**config.mk**
```make
export PLATFORM = sky130hd
export DESIGN_NAME = uart_rx_buffered
export DESIGN_NICKNAME = d
export VERILOG_FILES = /design/src/rtl/uart_pkg.sv /design/src/rtl/uart_rx_fifo.sv /design/src/rtl/uart_rx_buffered.sv
export SDC_FILE = /design/constraint.sdc
export NUM_CORES = 1
export LEC_CHECK = 0
export CAP_MARGIN = 5
export CORE_UTILIZATION = 30
export CTS_CLUSTER_SIZE = 30
export DETAILED_ROUTE_END_ITERATION = 12
export GPL_TIMING_DRIVEN = 0
export SYNTH_ARGS = -nofsm -noshare
export SYNTH_HDL_FRONTEND = slang
export SYNTH_SLANG_ARGS = --single-unit
```
**constraint.sdc**
```tcl
create_clock -name clk -period 3.82 [get_ports clk]
set_clock_uncertainty 0.1 [all_clocks]
set_input_delay 0.382 -clock clk [delete_from_list [all_inputs] [get_ports clk]]
set_output_delay 0.382 -clock clk [all_outputs]
set_load 0.005 [all_outputs]
```
**src/rtl/uart_pkg.sv**
```systemverilog
// Shared UART receiver definitions. Defining UART_RX_PARITY_EN adds the PARITY
// state used for 8E1 framing.
package uart_pkg;

  localparam int UART_DATA_BITS         = 8;
  localparam int DEFAULT_CLOCKS_PER_BIT = 217;

  typedef enum logic [2:0] {
    IDLE,
    START,
    DATA,
`ifdef UART_RX_PARITY_EN
    PARITY,
`endif
    STOP
  } rx_state_e;

endpackage

```
**src/rtl/uart_rx_fifo.sv**
```systemverilog
// Received-byte buffer: power-of-two circular FIFO that accepts a simultaneous
// push and pop while full. The head reads as zero while the FIFO is empty.
module uart_rx_fifo
  import uart_pkg::*;
#(
  parameter int FIFO_DEPTH = 4,
  parameter int WIDTH      = UART_DATA_BITS
) (
  input  logic             clk,
  input  logic             rst_n,
  input  logic             i_push,
  input  logic             i_pop,
  input  logic [WIDTH-1:0] i_data,
  output logic [WIDTH-1:0] o_head,
  output logic             o_full,
  output logic             o_empty
);

  localparam int PTR_W = $clog2(FIFO_DEPTH);
  localparam int CNT_W = PTR_W + 1;

  logic [WIDTH-1:0] r_mem [FIFO_DEPTH];
  logic [PTR_W-1:0] r_wr_ptr;
  logic [PTR_W-1:0] r_rd_ptr;
  logic [CNT_W-1:0] r_count;
  logic             w_do_push;
  logic             w_do_pop;

  assign o_empty   = (r_count == '0);
  assign o_full    = (r_count == CNT_W'(FIFO_DEPTH));
  assign w_do_pop  = i_pop && !o_empty;
  assign w_do_push = i_push && (!o_full || w_do_pop);
  assign o_head    = o_empty ? '0 : r_mem[r_rd_ptr];

  // NOTE: storage is deliberately left without reset; count and pointers alone
  // decide which entries are live, and the head is masked while empty.
  always_ff @(posedge clk) begin
    if (w_do_push) r_mem[r_wr_ptr] <= i_data;
  end

  // NOTE: sequential state uses non-blocking assignments so every flop samples
  // pre-edge values regardless of statement order.
  always_ff @(posedge clk or negedge rst_n) begin
    if (!rst_n) begin
      r_wr_ptr <= '0;
      r_rd_ptr <= '0;
      r_count  <= '0;
    end else begin
      if (w_do_push) r_wr_ptr <= r_wr_ptr + PTR_W'(1);
      if (w_do_pop)  r_rd_ptr <= r_rd_ptr + PTR_W'(1);
      case ({w_do_push, w_do_pop})
        2'b10:   r_count <= r_count + CNT_W'(1);
        2'b01:   r_count <= r_count - CNT_W'(1);
        default: r_count <= r_count;
      endcase
    end
  end

endmodule

```
**src/rtl/uart_rx_buffered.sv**
```systemverilog
// UART receiver (8N1, or 8E1 when UART_RX_PARITY_EN is defined) feeding a
// small byte FIFO with valid/ready output and one-cycle error pulses.
module uart_rx_buffered
  import uart_pkg::*;
#(
  parameter int CLOCKS_PER_BIT = DEFAULT_CLOCKS_PER_BIT,
  parameter int FIFO_DEPTH     = 4
) (
  input  logic                      clk,
  input  logic                      rst_n,
  input  logic                      i_RX_Serial,
  input  logic                      i_RX_Ready,
  output logic                      o_RX_Data_Valid,
  output logic [UART_DATA_BITS-1:0] o_RX_Byte,
  output logic                      o_Frame_Err,
`ifdef UART_RX_PARITY_EN
  output logic                      o_Parity_Err,
`endif
  output logic                      o_Overrun
);

  localparam int CNT_W = $clog2(CLOCKS_PER_BIT);
  localparam int BIT_W = $clog2(UART_DATA_BITS);
  localparam logic [CNT_W-1:0] MID_CNT  = CNT_W'(CLOCKS_PER_BIT / 2 - 1);
  localparam logic [CNT_W-1:0] BIT_CNT  = CNT_W'(CLOCKS_PER_BIT - 1);
  localparam logic [BIT_W-1:0] LAST_BIT = BIT_W'(UART_DATA_BITS - 1);

  rx_state_e                 r_state;
  rx_state_e                 w_state_next;
  logic                      r_sync1;
  logic                      r_sync2;
  logic [CNT_W-1:0]          r_clk_cnt;
  logic [BIT_W-1:0]          r_bit_idx;
  logic [UART_DATA_BITS-1:0] r_shift;
  logic                      r_frame_err;
  logic                      r_overrun;
  logic                      w_rx;
  logic                      w_cnt_clr;
  logic                      w_data_sample;
  logic                      w_stop_sample;
  logic                      w_parity_bad;
  logic                      w_good;
  logic                      w_pop;
  logic                      w_full;
  logic                      w_empty;

  assign w_rx = r_sync2;

  always_ff @(posedge clk or negedge rst_n) begin
    if (!rst_n) begin
      r_sync1 <= 1'b1;
      r_sync2 <= 1'b1;
      r_state <= IDLE;
    end else begin
      r_sync1 <= i_RX_Serial;
      r_sync2 <= r_sync1;
      r_state <= w_state_next;
    end
  end

`ifdef UART_RX_PARITY_EN
  logic w_par_sample;
  logic r_parity_bit;
  logic r_parity_err;
`endif

  // NOTE: every signal driven here gets a default first, so no path can infer a latch.
  always_comb begin
    w_state_next  = r_state;
    w_cnt_clr     = 1'b0;
    w_data_sample = 1'b0;
    w_stop_sample = 1'b0;
`ifdef UART_RX_PARITY_EN
    w_par_sample  = 1'b0;
`endif
    case (r_state)
      IDLE: begin
        w_cnt_clr = 1'b1;
        if (!w_rx) w_state_next = START;
      end
      START: begin
        if (r_clk_cnt == MID_CNT) begin
          w_cnt_clr    = 1'b1;
          w_state_next = w_rx ? IDLE : DATA;
        end
      end
      DATA: begin
        if (r_clk_cnt == BIT_CNT) begin
          w_cnt_clr     = 1'b1;
          w_data_sample = 1'b1;
`ifdef UART_RX_PARITY_EN
          if (r_bit_idx == LAST_BIT) w_state_next = PARITY;
`else
          if (r_bit_idx == LAST_BIT) w_state_next = STOP;
`endif
        end
      end
`ifdef UART_RX_PARITY_EN
      PARITY: begin
        if (r_clk_cnt == BIT_CNT) begin
          w_cnt_clr    = 1'b1;
          w_par_sample = 1'b1;
          w_state_next = STOP;
        end
      end
`endif
      STOP: begin
        // Returning to IDLE on the sample edge lets a start bit right after
        // mid-stop be caught without losing a cycle.
        if (r_clk_cnt == BIT_CNT) begin
          w_cnt_clr     = 1'b1;
          w_stop_sample = 1'b1;
          w_state_next  = IDLE;
        end
      end
      default: w_state_next = IDLE;
    endcase
  end

`ifdef UART_RX_PARITY_EN
  // Even parity: data plus parity bit must hold an even number of ones.
  assign w_parity_bad = ^{r_shift, r_parity_bit};

  always_ff @(posedge clk or negedge rst_n) begin
    if (!rst_n) begin
      r_parity_bit <= 1'b0;
      r_parity_err <= 1'b0;
    end else begin
      if (w_par_sample) r_parity_bit <= w_rx;
      r_parity_err <= w_stop_sample && w_parity_bad;
    end
  end

  assign o_Parity_Err = r_parity_err;
`else
  assign w_parity_bad = 1'b0;
`endif

  assign w_good = w_stop_sample && w_rx && !w_parity_bad;
  assign w_pop  = i_RX_Ready && !w_empty;

  always_ff @(posedge clk or negedge rst_n) begin
    if (!rst_n) begin
      r_clk_cnt   <= '0;
      r_bit_idx   <= '0;
      r_shift     <= '0;
      r_frame_err <= 1'b0;
      r_overrun   <= 1'b0;
    end else begin
      r_clk_cnt <= w_cnt_clr ? '0 : r_clk_cnt + CNT_W'(1);
      if (r_state != DATA)    r_bit_idx <= '0;
      else if (w_data_sample) r_bit_idx <= r_bit_idx + BIT_W'(1);
      if (w_data_sample) r_shift <= {w_rx, r_shift[UART_DATA_BITS-1:1]};
      r_frame_err <= w_stop_sample && !w_rx;
      r_overrun   <= w_good && w_full && !w_pop;
    end
  end

  uart_rx_fifo #(
    .FIFO_DEPTH (FIFO_DEPTH),
    .WIDTH      (UART_DATA_BITS)
  ) u_fifo (
    .clk     (clk),
    .rst_n   (rst_n),
    .i_push  (w_good),
    .i_pop   (w_pop),
    .i_data  (r_shift),
    .o_head  (o_RX_Byte),
    .o_full  (w_full),
    .o_empty (w_empty)
  );

  assign o_RX_Data_Valid = !w_empty;
  assign o_Frame_Err     = r_frame_err;
  assign o_Overrun       = r_overrun;

endmodule

```
==> results of run 1 <==
## registers in the layout (all words and copies together) (netlist names)
signal           flops
r_state              2
r_shift              8
r_bit_idx            3
r_sync2              1
r_clk_cnt            8
o_Overrun            1
r_sync1              1
u_fifo.r_rd_ptr      2
o_Frame_Err          1
u_fifo.r_count       3
u_fifo.r_wr_ptr      2
u_fifo.r_mem        32
## worst max-delay path, delay by kind of cell, from the launching register on
kind	cells	cell delay (ns)
buffers and inverters	2	0.74
muxes	1	0.56
DFF	1	0.31
and+or+nand+nor	1	0.17
## cell type report
type                       count  area share (%)
buffer                         5           0.920
clock buffer                   9            3.79
clock inverter                 7            2.22
inverter                       7           0.805
multi-input combinational    112            30.0
sequential                    64            54.0
tap                          108            4.14
timing repair buffer          14            4.14
## worst min path at each step
stage,start,to,slack (ns),depth (start not counted)
final,rst_n,r_shift[5]$_DFFE_PN0P_,0.01,1
after global routing,rst_n,r_shift[1]$_DFFE_PN0P_,0.07,1
after CTS,rst_n,r_shift[5]$_DFFE_PN0P_,0.04,1
after detailed placement,r_sync1$_DFF_PN1_,r_sync2$_DFF_PN1_,0.25,0
after global placement,r_sync1$_DFF_PN1_,r_sync2$_DFF_PN1_,0.26,0
after floorplan,rst_n,o_Frame_Err$_DFF_PN0_,-0.01,0
## report_power, final
group	leakage [uW]	internal, uW	switching, uW
registers	0.000788	748	19.4
logic	0.000472	111	135
clock network	0.0000968	301	259
total	0.00136	1160	413
## cells by family (layout without fill, tap and decap cells)
group,after synthesis,in the layout,synth area share [%]
mux,18,18,10.5
flops,64,64,63.0
buf+inv,12,42,2.01
xor+xnor,13,13,4.07
simple gates,58,58,12.7
fa+ha+maj,9,9,4.29
compound gates,14,14,3.35
## per-stage QoR
stage	instances	hold WS [ns]
after CTS	326	0.0355
after global routing	326	0.0682
after detailed placement	310	0.255
after global placement	310	0.257
after floorplan	188	-0.0136
final	326	0.0147
## per-layer routing
| metal | global-route usage, % | vias to the layer above | wire length [um] |
|---|---|---|---|
| li1 | - | 725 | - |
| met1 | 12.9 | 724 | 2150 |
| met2 | 15.4 | 20 | 2040 |
| met3 | 2.55 | 6 | 109 |
| met4 | 6.54 | 0 | 88 |
| met5 | 0 | - | 0 |
## cell usage in the layout, fill, tap and decap left out, types with 8 or more instances in the layout
| master | instances |
|---|---|
| and2_1 | 13 |
| clkdlybuf4s50_1 | 13 |
| nand2_1 | 10 |
| mux4_2 | 8 |
| dfrtp_1 | 30 |
| clkbuf_8 | 9 |
| edfxtp_1 | 32 |
| ha_1 | 8 |
| mux2_2 | 8 |
| nor2_1 | 13 |
==> results.tsv, run 1 <==
stage	metric	value	unit
clocking	clk_pin_slew	0.08	ns
global_routing	grt_pass1_vias	1482	
route	vias_per_cell	4.52	
yosys	ys_seq_elements	64	
yosys	synthFlopType	edfxtp_1	
power_and_ir_drop	max-vdd-ir-drop	0.233	mV
placement	hpwl	2950	um
timing	finalWorstSetupSlack	1.23	ns
placement	placed_area	3070	um2
setup_path	required	3.34	ns
run_status	status	finished, final reports clean	
clocking	clk_root_buffer_cell	clkbuf_8	
timing	fin_crit	2.59	ns
route	wl	4390	um
global_routing	grt_pass1_wl	7380	um
floorplanning	rows	34	
route	ant_nets	0	
layout	seq_area	1760	um2
clocking	cts_hold_buf	0	
timing	fin_crit_sh	67.9	%
route	vias	1475	
timing	slew_headroom	50.0	%
setup_path	r2r-start	r_clk_cnt[0]$_DFF_PN0_	
setup_path	reg2regPathDepth	10	
layout	drive_gt1_share	22.5	%
clocking	cts-resized-gates	0	
floorplanning	die-area	9720	um2
floorplanning	die-width	98.6	um
yosys	synth_area_leaders	edfxtp_1 34%, dfrtp_1 27%, mux4_2 6.4%, ha_1 3.6%, mux2_2 3.2%	
layout	final_area	3270	um2
layout	fin_util	36.7	%
clocking	cts_made_buffers	9	
clocking	post_cts.repair.setup_buffers	0	
setup_path	endpoint	o_RX_Byte[7]	
yosys	syn_area	2800	um2
layout	area_growth	16.7	%
timing	rsz0062_at_grt	no	
setup_path	slowest_stage	mux4_2	
timing	setup_violations	0	
floorplanning	initial_utilization	31.5	%
global_routing	overflow	0	
yosys	syn_avg_cell_area	14.9	um2
yosys	synth_cells	188	
clocking	htreeDepth	3	
layout	multi_input_area	978	um2
global_routing	grt_max_degree	33	
layout	fill_cells	823	
setup_path	start_kind	flop	
setup_path	crit_chain	buf_2, mux4_2, and2_1, clkdlybuf4s50_1	
setup_path	crit_type	reg2out	
yosys	synth-edff-count	32	
yosys	synth.top_cell.area_share	34.3	%
power_and_ir_drop	p_leak	0.00136	uW
layout	fin_nets	226	
yosys	post-synth-top-area-cell	edfxtp_1	
setup_path	critical_path.startpoint	u_fifo.r_rd_ptr[0]$_DFFE_PN0P_	
power_and_ir_drop	finalPower	1570	uW
clocking	cts_buffer_depth	2	
setup_path	regToRegSetupSlack	1.32	ns
yosys	synth.distinct_cells	44	
timing	max_freq	0.386	GHz
clocking	numClockSinks	64	
yosys	ys_top_cells_by_count	32 x edfxtp_1, 30 x dfrtp_1, 13 x and2_1, 13 x nor2_1, 10 x nand2_1	
yosys	synth_nets	201	
timing	final_max_slew_viol_count	0	
floorplanning	io_pins	15	
route	drt_iter0_drc	95	
timing	worst_pin_slew	0.750	ns
route	drc	0	
power_and_ir_drop	p_per_area	482	nW/um2
yosys	seq_area_frac_synth	63.0	%
global_routing	antenna_found_initial	0	
run	drv_cap	0	
placement	gp_congestion	0.765	
timing	setup_tns	0	ns
setup_path	critical_path.max_stage_delay	0.56	ns
route	dr.pass1.iters	4	
global_routing	grtUsageTotal	10.1	%
clocking	clk_latency	0.33	ns
setup_path	crit_arrival	2.11	ns
placement	io_buffer_count	14	
placement	dp_worst_setup_slack	1.37	ns
timing	hold_viol	0	
setup_path	timing.rr.end	u_fifo.r_count[1]$_DFFE_PN0P_	
clocking	cts_tree	done	
floorplanning	die_h	98.6	um
yosys	yosysWarnings	0	
setup_path	end_kind	output port	
floorplanning	core_area	8890	um2
yosys	synth_most_common_cell	edfxtp_1	
route	wire_per_inst	13.5	um
yosys	async_flop_share	50.0	%
worst_hold_path	hp-class	in2async	
layout	diodes	0	
setup_path	critPathMaxFanout	10	
No activity file was read; power rests on OpenSTA's default activity.
==> run 2: changes to the inputs <==
- clock period: 3.82 -> 2.2 ns (I/O delays scaled with it)
==> run 2 against run 1 <==
Compared with the run above:
- the flow now finishes with violations (setup timing)
- power increased by 74%
- global-route usage rose by 0.46 points
- final area increased by 4.4%
- wire length up 4.5%
- critical path depth rose by 4
- setup slack got worse by 1.2 ns
- non-clock buffer count is 13 higher
- flip-flop and latch count unchanged
- worst hold slack gained 0.18 ns
- combinational power rose by 100%
- utilization increased by 1.6 points
- largest cell class unchanged
- largest power group unchanged
==> results.tsv, run 2 (synthesis gave the netlist of run 1 again) <==
stage	metric	value	unit
run_status	status	finished with violations	
run_status	violations	setup timing	
layout	mostFrequentLayoutCell	edfxtp_1	
clocking	clk_pin_slew	0.07	ns
clocking	clk_latency	0.34	ns
worst_hold_path	hp-class	in2reg	
power_and_ir_drop	p_per_area	803	nW/um2
clocking	cts_buffer_depth	2	
global_routing	grt_pass1_vias	1535	
layout	diodes	0	
global_routing	grtUsageTotal	10.6	%
placement	hpwl	2890	um
setup_path	crit_arrival	2.35	ns
route	drc	0	
layout	most-common-layout-cells	32 x edfxtp_1, 30 x dfrtp_1, 13 x nor2_1, 13 x buf_4	
layout	area_growth	21.9	%
timing	final_max_slew_viol_count	0	
layout	fin_util	38.4	%
timing	setup_violations	1	
floorplanning	io_pins	15	
setup_path	crit_family	simple AND/OR/NAND/NOR gates	
timing	rsz0062_at_grt	yes	
setup_path	regToRegSetupSlack	-0.001	ns
power_and_ir_drop	finalPower	2740	uW
layout	drive_gt1_share	31.2	%
timing	worst_pin_slew	0.741	ns
route	vias_per_cell	4.57	
global_routing	overflow	0	
route	dr.pass1.iters	6	
power_and_ir_drop	max-vdd-ir-drop	0.298	mV
layout	largest_reg_flops	32	
run	drv_cap	0	
floorplanning	die_h	98.6	um
clocking	clk_root_buffer_cell	clkbuf_8	
setup_path	timing.rr.end	u_fifo.r_count[1]$_DFFE_PN0P_	
setup_path	crit_type	reg2reg	
route	wire_per_inst	13.5	um
setup_path	required	2.35	ns
clocking	cts_made_buffers	9	
setup_path	r2r-start	u_fifo.r_count[0]$_DFFE_PN0P_	
clocking	htreeDepth	3	
route	wl	4590	um
setup_path	crit_chain	or3_4, buf_6, and2_4, o21ai_4, fa_1, a21oi_2, o211ai_1, a22oi_1	
route	drt_iter0_drc	53	
layout	reg_top3	u_fifo.r_mem (32), r_clk_cnt (8), r_shift (8)	
setup_path	start_kind	flop	
floorplanning	die-area	9720	um2
global_routing	grt_max_degree	33	
setup_path	reg2regPathDepth	8	
global_routing	antenna_found_initial	0	
route	vias	1549	
setup_path	critical_path.max_stage_delay	0.47	ns
timing	slew_headroom	50.6	%
setup_path	critical_path.startpoint	u_fifo.r_count[0]$_DFFE_PN0P_	
route	ant_nets	0	
global_routing	grt_pass1_wl	7700	um
timing	hold_viol	0	
timing	max_freq	0.454	GHz
floorplanning	initial_utilization	31.5	%
timing	whs	0.191	ns
floorplanning	core_area	8890	um2
placement	io_buffer_count	14	
setup_path	slowest_stage	fa_1	
clocking	cts_tree	done	
timing	fin_crit_sh	100	%
worst_hold_path	holdPathEnd	r_sync1$_DFF_PN1_	
clocking	numClockSinks	64	
setup_path	crit_buf_inv	1	
power_and_ir_drop	p_leak	0.00148	uW
timing	fin_crit	2.20	ns
layout	fin_nets	239	
setup_path	critPathMaxFanout	10	
floorplanning	rows	34	
worst_hold_path	min_path_cells	1	
layout	max_flop_register	u_fifo.r_mem	
placement	gp_congestion	0.818	
setup_path	end_kind	flop	
floorplanning	die-width	98.6	um
worst_hold_path	hold_start	i_RX_Serial	
timing	finalWorstSetupSlack	-0.00147	ns
==> run 2: worst reg2reg max path, stage by stage, from the launching register on <==
cell and delay [ns]:
dfrtp_1 0.41, or3_4 0.38, buf_6 0.15, and2_4 0.18
o21ai_4 0.06, fa_1 0.47, a21oi_2 0.13, o211ai_1 0.09
a22oi_1 0.15
==> run 2: worst max-delay path by stage <==
stage	cells after the start	to	slack, ns
after global placement	10	u_fifo.r_count[1]$_DFFE_PN0P_	-0.18
after detailed placement	10	u_fifo.r_count[1]$_DFFE_PN0P_	-0.19
after CTS	10	u_fifo.r_count[1]$_DFFE_PN0P_	-0.08
after floorplan	10	u_fifo.r_count[1]$_DFFE_PN0P_	-0.06
final	8	u_fifo.r_count[1]$_DFFE_PN0P_	-0.001
after global routing	9	u_fifo.r_count[1]$_DFFE_PN0P_	-0.13
==> run 2: power by group <==
part | switching (uW) | total, uW | internal, uW
clock | 436 | 871 | 435
combinational | 221 | 498 | 277
sequential | 72.0 | 1370 | 1300
total | 729 | 2740 | 2010
==> run 2: layer usage <==
| layer | wire (um) | track usage, % | part of all wire (%) | vias up |
|---|---|---|---|---|
| met4 | 123 | 7.23 | 2.7 | 0 |
| met3 | 131 | 2.41 | 2.9 | 12 |
| li1 | - | - | - | 751 |
| met2 | 2250 | 16.5 | 49 | 26 |
| met1 | 2080 | 13.2 | 45 | 760 |
| met5 | 0 | 0 | 0 | - |
==> run 2: timing repair <==
action | in CTS | in global routing
hold endpoints to repair | 30 | 0
pin swaps | 5 | 7
buffers inserted | 7 | 7
gates resized for setup | 16 | 11
hold buffers | 1 | 0
setup endpoints to repair | 41 | 42
==> run 2: stage by stage <==
stage	instance area [um2]	worst slack, ns	TNS, ns	cells
floorplan	2820	-0.0588	-0.0588	188
global route	3410	-0.130	-0.159	339
finish	3410	-0.00147	-0.00147	339
global placement	3090	-0.176	-3.17	310
detailed placement	3090	-0.187	-2.57	310
CTS	3340	-0.0834	-0.0834	333
==> run 2: final cells by class <==
type                    count  area (um2)
multi-input cells         112        1030
inverters                   7        26.3
repair buffers             29         253
plain buffers               3        31.3
clock inverters             5        32.5
fillers                   840        5480
clock buffers              11         141
well taps                 108         135
flip-flops and latches     64        1760
==> run 3: changes to the inputs <==
- SLEW_MARGIN: not set -> 40
- clock period: 2.2 -> 2.5 ns (I/O delays scaled with it)
==> run 3 against run 2 <==
Compared with the run above:
- critical endpoint is now o_RX_Byte[7]
- cell count is 3.2% lower
- sequential power down 12%
- wire length decreased by 2.2%
- critical path type is now reg2out
- the flow now finishes without violations
- final area shrank 1.5%
- die area is the same
- flip-flop and latch count unchanged
- sequential share of layout area up 0.81 points
==> results.tsv, run 3 (synthesis gave the netlist of run 1 again) <==
stage	metric	value	unit
floorplanning	die-width	98.6	um
layout	fill_cells	809	
timing	worst_pin_slew	0.688	ns
clocking	cts_tree	done	
route	vias_per_cell	4.57	
clocking	htreeDepth	3	
global_routing	grt_pass1_vias	1489	
layout	max_flop_register	u_fifo.r_mem	
timing	hold_viol	0	
floorplanning	core_area	8890	um2
layout	fin_nets	229	
placement	dp_worst_setup_slack	0.0504	ns
clocking	cts_made_buffers	9	
route	ant_nets	0	
setup_path	slowest_stage	mux4_2	
timing	whs	0.232	ns
timing	fin_crit	2.36	ns
power_and_ir_drop	p_leak	0.00140	uW
placement	hpwl	3040	um
global_routing	grt_pass1_wl	7420	um
global_routing	overflow	0	
layout	largest_reg_flops	32	
timing	finalWorstSetupSlack	0.143	ns
power_and_ir_drop	finalPower	2530	uW
route	vias	1499	
run_status	status	finished, final reports clean	
layout	area_growth	20.0	%
timing	fin_crit_sh	94.3	%
run	drv_cap	0	
timing	setup_violations	0	
clocking	clk_root_buffer_cell	clkbuf_8	
layout	mostFrequentLayoutCell	edfxtp_1	
setup_path	required	2.15	ns
layout	drive_gt1_share	24.5	%
global_routing	antenna_found_initial	0	
floorplanning	die-area	9720	um2
setup_path	end_kind	output port	
route	dr.pass1.iters	4	
route	wl	4490	um
timing	final_max_slew_viol_count	0	
timing	slew_headroom	53.5	%
layout	most-common-layout-cells	32 x edfxtp_1, 30 x dfrtp_1, 13 x nor2_1, 13 x and2_1, 13 x clkdlybuf4s50_1	
setup_path	crit_chain	buf_4, mux4_2, and2_1, clkdlybuf4s50_1	
clocking	numClockSinks	64	
setup_path	critPathMaxFanout	10	
floorplanning	die_h	98.6	um
clocking	cts_buffer_depth	2	
setup_path	crit_type	reg2out	
setup_path	critical_path.max_stage_delay	0.54	ns
clocking	clk_pin_slew	0.07	ns
setup_path	crit_arrival	2.01	ns
setup_path	crit_buf_inv	2	
placement	gp_congestion	0.765	
layout	reg_top3	u_fifo.r_mem (32), r_clk_cnt (8), r_shift (8)	
clocking	clk_latency	0.34	ns
power_and_ir_drop	p_per_area	753	nW/um2
placement	io_buffer_count	14	
floorplanning	initial_utilization	31.5	%
timing	max_freq	0.424	GHz
route	wire_per_inst	13.7	um
floorplanning	io_pins	15	
worst_hold_path	hp-class	in2reg	
global_routing	grtUsageTotal	10.2	%
floorplanning	rows	34	
route	drc	0	
setup_path	crit_family	buffers and inverters	
route	drt_iter0_drc	66	
global_routing	grt_max_degree	19	
setup_path	start_kind	flop	
layout	diodes	0	
power_and_ir_drop	max-vdd-ir-drop	0.367	mV
-- run 3: cell types whose count changed in the layout (fill, tap and decap cells not counted), moves of 2 or more --
cell / before / now
clkdlybuf4s50_1: 5 / 13
clkinvlp_4: 3 / 1
and2_4: 4 / 1
and2_1: 9 / 13
bufinv_16: 0 / 2
dlygate4sd2_1: 8 / 0
buf_4: 13 / 3
-- run 3: timing repair --
action,4_1_cts,5_1_grt
resized for setup,1,6
pin swaps,0,4
hold buffers,1,0
setup endpoints to repair,3,1
hold endpoints to repair,14,0
setup buffers,0,2
-- run 3: final cells by class --
class	instances	area, um2	share of cell area, %
tap	108	135	4.02
inverter	7	26.3	0.782
multi-input combinational	112	1010	30.0
buffer	4	28.8	0.857
clock inverter	6	85.1	2.53
clock buffer	9	124	3.69
sequential	64	1760	52.5
timing repair buffer	18	188	5.59
-- run 3: final timing paths --
kind / start / endpoint / slack [ns] / cells past startpoint
setup / recovery: u_fifo.r_rd_ptr[0]$_DFFE_PN0P_ / o_RX_Byte[7] / 0.14 / 4
hold / removal: i_RX_Serial / r_sync1$_DFF_PN1_ / 0.23 / 1
setup reg to reg: r_clk_cnt[0]$_DFF_PN0_ / u_fifo.r_count[1]$_DFFE_PN0P_ / 0.15 / 10
hold reg to reg: r_sync1$_DFF_PN1_ / r_sync2$_DFF_PN1_ / 0.26 / 0
max in group asynchronous: rst_n / r_sync1$_DFF_PN1_ / 1.52 / 3
min in group asynchronous: rst_n / r_shift[0]$_DFFE_PN0P_ / 0.27 / 2
-- run 3: per-stage QoR --
step | TNS [ns] | cell area [um2] | cells | utilization [%]
6_report | 0 | 3360 | 328 | 37.8
5_1_grt | -0.0273 | 3360 | 328 | 37.8
4_1_cts | 0 | 3310 | 326 | 37.3
3_5_place_dp | 0 | 3100 | 311 | 34.8
3_3_place_gp | 0 | 3070 | 310 | 34.6
2_1_floorplan | 0 | 2800 | 188 | -
-- run 3: where the power goes --
group          switching (uW)  internal [uW]  total [uW]
sequential               61.9           1140        1200
clock                     389            552         941
combinational             183            202         385
total                     633           1900        2530
-- run 3: layer usage --
layer / routed length [um] / share of wire [%] / GRT usage [%] / up-vias
met5: 0 / 0 / 0 / -
met4: 96 / 2.1 / 5.51 / 0
met3: 142 / 3.2 / 3.40 / 6
met2: 2030 / 45 / 15.7 / 29
met1: 2220 / 49 / 12.9 / 737
li1: - / - / - / 727
-- run 3: worst reg2reg max path, stage by stage, from the launching register on --
cell and delay (ns):
dfrtp_1 0.42, inv_2 0.09, ha_4 0.14, nand4b_4 0.10
or2_1 0.25, buf_6 0.15, o21ai_4 0.17, fa_1 0.46
a21oi_1 0.13, o211ai_1 0.10, a22oi_1 0.17
